**src/rtl/fifo_rd_fwft.sv**
```systemverilog
// ---------------------------------------------------------------------------
// fifo_rd_fwft
//   Read-side output stage of the async FIFO. Turns the pop interface of the
//   read-pointer block and RAM read port (rinc / rempty / rdata) into a
//   first-word-fall-through valid/ready stream in the rclk domain.
//
//   A small in-order output buffer of RD_LAT+2 entries absorbs the RAM read
//   latency, so the stream sustains one word per cycle. Pops are issued only
//   while the buffer plus the words still in flight from the RAM has room.
//   Because of that, a stalled consumer never causes an overflow.
//   m_ready feeds only registered state and never reaches rinc
//   combinationally.
//
// Parameters
//   DSIZE   data word width
//   RD_LAT  RAM read latency in rclk cycles: 0 = combinational read,
//           1 = registered read. Any non-zero value is treated as 1.
//
// Ports
//   rclk      in   read-domain clock
//   rrst_n    in   synchronous active-low reset
//   rempty    in   registered FIFO empty flag
//   rdata     in   RAM read data, valid RD_LAT cycles after a pop
//   rinc      out  pop request to the read-pointer block
//   m_valid   out  output word valid
//   m_data    out  output word (oldest buffered entry)
//   m_ready   in   consumer accepts m_data when m_valid & m_ready
//   ob_level  out  words held in the output buffer (0..RD_LAT+2)
// ---------------------------------------------------------------------------
module fifo_rd_fwft #(
  parameter int DSIZE  = 8,
  parameter int RD_LAT = 1
) (
  input  logic             rclk,
  input  logic             rrst_n,
  input  logic             rempty,
  input  logic [DSIZE-1:0] rdata,
  output logic             rinc,
  output logic             m_valid,
  output logic [DSIZE-1:0] m_data,
  input  logic             m_ready,
  output logic [1:0]       ob_level
);

  localparam int OB_DEPTH = (RD_LAT == 0) ? 2 : 3;

  // Registered state
  logic [1:0]       r_level;
  logic             r_valid;
  logic [DSIZE-1:0] r_buf [OB_DEPTH];

  // Combinational helpers
  logic [1:0]       w_inflight;
  logic [2:0]       w_occ;
  logic             w_issue;
  logic             w_cap;
  logic [DSIZE-1:0] w_cap_data;
  logic             w_pop;
  logic [1:0]       w_widx;
  logic [1:0]       w_level_nxt;
  logic [DSIZE-1:0] w_buf_nxt [OB_DEPTH];

  // The buffer and in-flight pops together reserve a slot for every word.
  // A pop is therefore issued only when a slot is free.
  // Every term here is registered, so rinc has no path from m_ready.
  assign w_occ   = {1'b0, r_level} + {1'b0, w_inflight};
  assign w_issue = rrst_n & ~rempty & (w_occ < 3'(OB_DEPTH));
  assign rinc    = w_issue;

  generate
    if (RD_LAT == 0) begin : gen_lat0
      // Combinational RAM: the word is captured on the edge that takes the pop.
      assign w_inflight = 2'b00;
      assign w_cap      = w_issue;
      assign w_cap_data = rdata;
    end else begin : gen_lat1
      logic r_pend;

      // Remembers a pop issued last cycle; its data arrives on rdata this cycle.
      // Reset clears it, so late rdata after a reset is never captured.
      always_ff @(posedge rclk) begin
        if (!rrst_n) begin
          r_pend <= 1'b0;
        end else begin
          r_pend <= w_issue;
        end
      end

      assign w_inflight = {1'b0, r_pend};
      assign w_cap      = r_pend;
      assign w_cap_data = rdata;
    end
  endgenerate

  // Shift-register buffer next state: entry 0 is always the head.
  // A pop shifts everything down one place.
  // A capture lands just above the last valid entry after the shift.
  // That keeps order when a capture and a pop happen together.
  always_comb begin
    w_pop       = r_valid & m_ready;
    w_widx      = r_level - {1'b0, w_pop};
    w_level_nxt = r_level + {1'b0, w_cap} - {1'b0, w_pop};
    for (int i = 0; i < OB_DEPTH; i++) begin
      w_buf_nxt[i] = r_buf[i];
    end
    if (w_pop) begin
      for (int i = 0; i < OB_DEPTH - 1; i++) begin
        w_buf_nxt[i] = r_buf[i + 1];
      end
    end else begin
      for (int i = 0; i < OB_DEPTH; i++) begin
        w_buf_nxt[i] = r_buf[i];
      end
    end
    for (int i = 0; i < OB_DEPTH; i++) begin
      w_buf_nxt[i] = (w_cap && (w_widx == 2'(i))) ? w_cap_data : w_buf_nxt[i];
    end
  end

  // Buffer, level and valid registers. m_valid is registered from the next level.
  // A capture into an empty buffer therefore shows m_valid on the following cycle.
  always_ff @(posedge rclk) begin
    if (!rrst_n) begin
      r_level <= 2'd0;
      r_valid <= 1'b0;
      for (int i = 0; i < OB_DEPTH; i++) begin
        r_buf[i] <= {DSIZE{1'b0}};
      end
    end else begin
      r_level <= w_level_nxt;
      r_valid <= (w_level_nxt != 2'd0);
      for (int i = 0; i < OB_DEPTH; i++) begin
        r_buf[i] <= w_buf_nxt[i];
      end
    end
  end

  assign m_valid  = r_valid;
  assign m_data   = r_buf[0];
  assign ob_level = r_level;

  fifo_rd_fwft_chk #(
    .OB_DEPTH (OB_DEPTH)
  ) u_chk (
    .i_clk      (rclk),
    .i_rst_n    (rrst_n),
    .i_rempty   (rempty),
    .i_rinc     (rinc),
    .i_level    (r_level),
    .i_inflight (w_inflight),
    .i_valid    (r_valid)
  );

endmodule

// ---------------------------------------------------------------------------
// fifo_rd_fwft_chk
//   Property checker for the read-side output stage.
//   It contains no logic that reaches silicon.
//   Ports: clock, reset, rempty/rinc pop handshake, buffer level, in-flight
//   count and m_valid.
// ---------------------------------------------------------------------------
module fifo_rd_fwft_chk #(
  parameter int OB_DEPTH = 3
) (
  input logic       i_clk,
  input logic       i_rst_n,
  input logic       i_rempty,
  input logic       i_rinc,
  input logic [1:0] i_level,
  input logic [1:0] i_inflight,
  input logic       i_valid
);

  a_no_overflow : assert property (@(posedge i_clk) disable iff (!i_rst_n)
    ({1'b0, i_level} + {1'b0, i_inflight}) <= 3'(OB_DEPTH));

  a_no_pop_empty : assert property (@(posedge i_clk) disable iff (!i_rst_n)
    i_rinc |-> !i_rempty);

  a_valid_level : assert property (@(posedge i_clk) disable iff (!i_rst_n)
    i_valid == (i_level != 2'd0));

endmodule

```
**config.mk**
```make
export PLATFORM = sky130hd
export DESIGN_NAME = fifo_rd_fwft
export DESIGN_NICKNAME = d
export VERILOG_FILES = /design/src/rtl/fifo_rd_fwft.sv
export SDC_FILE = /design/constraint.sdc
export NUM_CORES = 1
export LEC_CHECK = 0
export CAP_MARGIN = 40
export CELL_PAD_IN_SITES_DETAIL_PLACEMENT = 1
export CELL_PAD_IN_SITES_GLOBAL_PLACEMENT = 2
export CORE_ASPECT_RATIO = 0.6
export CORE_MARGIN = 2
export CORE_UTILIZATION = 33
export CTS_BUF_LIST = sky130_fd_sc_hd__clkbuf_16
export DETAILED_ROUTE_END_ITERATION = 6
export PLACE_DENSITY_LB_ADDON = 0.1
export SLEW_MARGIN = 20
export SYNTH_ARGS = -nofsm -noshare
export SYNTH_HDL_FRONTEND = slang
export SYNTH_HIERARCHICAL = 1
export SYNTH_SLANG_ARGS = --single-unit
export TNS_END_PERCENT = 5
```
**constraint.sdc**
```tcl
create_clock -name rclk -period 1.96 [get_ports rclk]
set_clock_uncertainty 0.1 [all_clocks]
set_input_delay 0.392 -clock rclk [delete_from_list [all_inputs] [get_ports rclk]]
set_output_delay 0.392 -clock rclk [all_outputs]
set_load 0.01 [all_outputs]
```
==> summary.md <==
| Metric | Value |
|---|---|
| ANT nets after route | `0` |
| Status | `complete, no violations` |
| Req. time, crit path | `1470 ps` |
| R2r worst-path depth | `6` |
| Worst Tran Pin Value | `416 ps` |
| Initial antenna violation count | `0` |
| # H-tree levels | `1` |
| NetSw | `0.618 mW` |
| Clock sinks | `28` |
| Crit-path cells | `ha_4, ha_4, a2111oi_4, buf_2` |
| Layout Nets | `183` |
| Number of fill cells in the layout | `488` |
| Synth unique cells | `34` |
| Synthesized area | `0.00146 mm²` |
| CP most frequent cell | `ha_4` |
| RePlAce Congestion | `0.753` |
| Die Wd | `90.0 µm` |
| Register area | `563 µm²` |
| Slowest stage delay, CP | `340 ps` |
| Post-synth EDFFs | `0` |
| Core area | `0.00419 mm²` |
| Synth async-reset ratio | `0` |
| Synthesis-to-layout area growth | `24.6%` |
| Comb pwr share | `0.377` |
| Final period util | `0.986` |
| Sw frac | `0.315` |
| Synthesized flop and latch total | `28` |
| Power Dens Cells | `1080 mW/mm²` |
| Worst skew pair latency | `260 ps` |
| Worst Setup Start Kind | `register` |
| Class of the worst hold path | `register to register` |
| Final global-route overflow total | `0` |
| Num ports | `24` |
| Seq/Total Area, Yosys | `0.383` |
| Top-count cell post-synth | `dfxtp_1` |
| # Max-Cap Violations | `0` |
| Root Driver | `clkbuf_16` |
| Synth area leader | `dfxtp_1` |
| Port Buffer Count | `23` |
| Top fanout value on the critical path | `2` |
| Top-area cell type share of the netlist area | `0.383` |
| Internal Power | `1.35 mW` |
| Share of cells above drive strength 1 | `0.257` |
| Total track usage | `0.149` |
| Kind of critical path | `register to output port` |
| Worst-path clk slew | `70 ps` |
| Largest net degree at the start of global routing | `44` |
| Warning count from the yosys run | `6` |
| Relative slew slack | `0.715` |
| Initial core utilization | `0.349` |
| Top FF cell, synth | `dfxtp_1` |
| Number of global-route vias before repair | `1099` |
| Number of post-CTS setup repair buffers | `0` |
| Syn Inst Count | `148` |
| Peak VDD IR | `0.000338 V` |
| CTS Buffer Depth | `2` |
| Endpoint type of the worst setup path | `output port` |
| DRT Wirelength | `3.47 mm` |
| Via count | `1087` |
| Die Height | `55.6 µm` |
| Synth cell count leaders | `dfxtp_1, nand2_1, nand3_1` |
| WP data arrival | `1440 ps` |
| Clk network pwr share | `0.238` |
| Antenna diodes | `0` |
| Min Clock Period, post-route | `1930 ps` |
| Fmax | `517 MHz` |
| Total power draw | `1.96 mW` |
| Final setup fails | `0` |
| Initial drt markers | `88` |
| RSZ-0062 raised after global routing | `true` |
| Avg Cell Area, Syn | `9.89 µm²` |
| Synthesized Nets | `163` |
| First-pass GRT wire length | `5.82 mm` |
| Hold Vio Cnt, Final | `0` |
| Std cell rows | `18` |
| Ranking of synthesized cells by area | `dfxtp_1, mux2i_1, nand3_1, o21ai_2, buf_4` |
| Routed vias/inst | `4.79` |
| CTS tree | `built` |
| Part of the power in registers | `0.384` |
| Crit path max-delay cell type | `dfxtp_2` |
| WL per Instance | `15.3 µm` |
| CTS buffer count | `3` |
| Die ar. | `0.00500 mm²` |
| DRT Pass-1 Iters | `4` |
| Dpl hpwl | `2.62 mm` |
| Footprint of the multi-input gates | `798 µm²` |
| DRC viols | `0` |
| Min-Delay Path Depth | `2` |
| Slew Viols, Final | `0` |
| Leakage Power | `0.740 nW` |
| Area after DPL | `0.00171 mm²` |
| Design Area, Final | `0.00182 mm²` |
[final timing paths]
check                             startpoint            to  slack (ps)
worst min register to register  r_buf[0][16]  r_buf[0][16]         370
worst min-delay path            r_buf[0][16]  r_buf[0][16]         370
worst max-delay path             ob_level[0]          rinc          30
worst max register to register       m_valid       m_valid         460
[per-stage QoR]
step,setup TNS [ps],hold WS [ps],setup WS (ps),std cells,util
2_1_floorplan,0,340,6.41,148,-
3_3_place_gp,-330,352,-330,223,0.407
3_5_place_dp,-560,366,-306,223,0.407
4_1_cts,0,375,7.24,227,0.435
5_1_grt,-61.8,390,-61.8,227,0.435
6_report,0,371,27.4,227,0.435
[cell type report]
cell class                      instances  area share
Multi-Input combinational cell        102       0.438
Timing Repair Buffer                   32       0.167
Clock buffer                            3      0.0412
Sequential cell                        28       0.309
Inverter                                1     0.00206
Clock inverter                          1     0.00206
Tap cell                               60      0.0412
[repair_timing]
action | in CTS | in global routing
setup endpoints to repair | 1 | 1
hold buffers | 0 | 0
pin swaps | 2 | 0
resized for setup | 11 | 1
[routing by layer]
layer	track usage	part of all wire	vias up	wire length [µm]
met5	0	0	-	0
met3	0.0325	0.031	2	106
met1	0.240	0.57	512	1980
met2	0.199	0.39	20	1350
met4	0.0330	0.0078	0	27
li1	-	-	553	-
[worst max-delay path: cells and delay by family (launching register included)]
family	cells	cell delay, ps
flip-flops	1	340
AO/OA/AOI/OAI	1	260
buffers and inverters	1	170
adder cells (fa/ha/maj)	2	400
[kinds of logic after synthesis]
| logic type | count (synthesis) | synth area share |
|---|---|---|
| XOR/XNOR | 3 | 0.0180 |
| AO/OA/AOI/OAI | 31 | 0.168 |
| AND/OR/NAND/NOR | 49 | 0.182 |
| flip-flops | 28 | 0.383 |
| adder cells (fa/ha/maj) | 3 | 0.0256 |
| buffers and inverters | 18 | 0.102 |
| multiplexers | 16 | 0.121 |
[layout by cell type (no fill, tap or decap), types with 6 or more instances in the layout]
master / n
o211ai_1: 8
o21ai_0: 6
nand2_1: 16
o21ai_2: 8
dfxtp_1: 26
clkdlybuf4s50_1: 22
nand3_1: 15
nand2b_1: 8
buf_4: 8
mux2i_1: 8
mux2_2: 6
[flip-flops by register name, indices dropped and copies added, names as in the netlist]
| signal | cells |
|---|---|
| ob_level | 2 |
| r_buf | 24 |
| gen_lat1.r_pend | 1 |
| m_valid | 1 |
[power by group through the flow]
stage	clock network, mW	logic [mW]	registers, mW
finish	0.468	0.741	0.755
global route	0.498	0.812	0.772
CTS	0.480	0.745	0.755
detailed placement	0	0.701	0.758
global placement	0	0.679	0.751
floorplan	0	0.457	0.767
(Power assumes the default switching activity.)
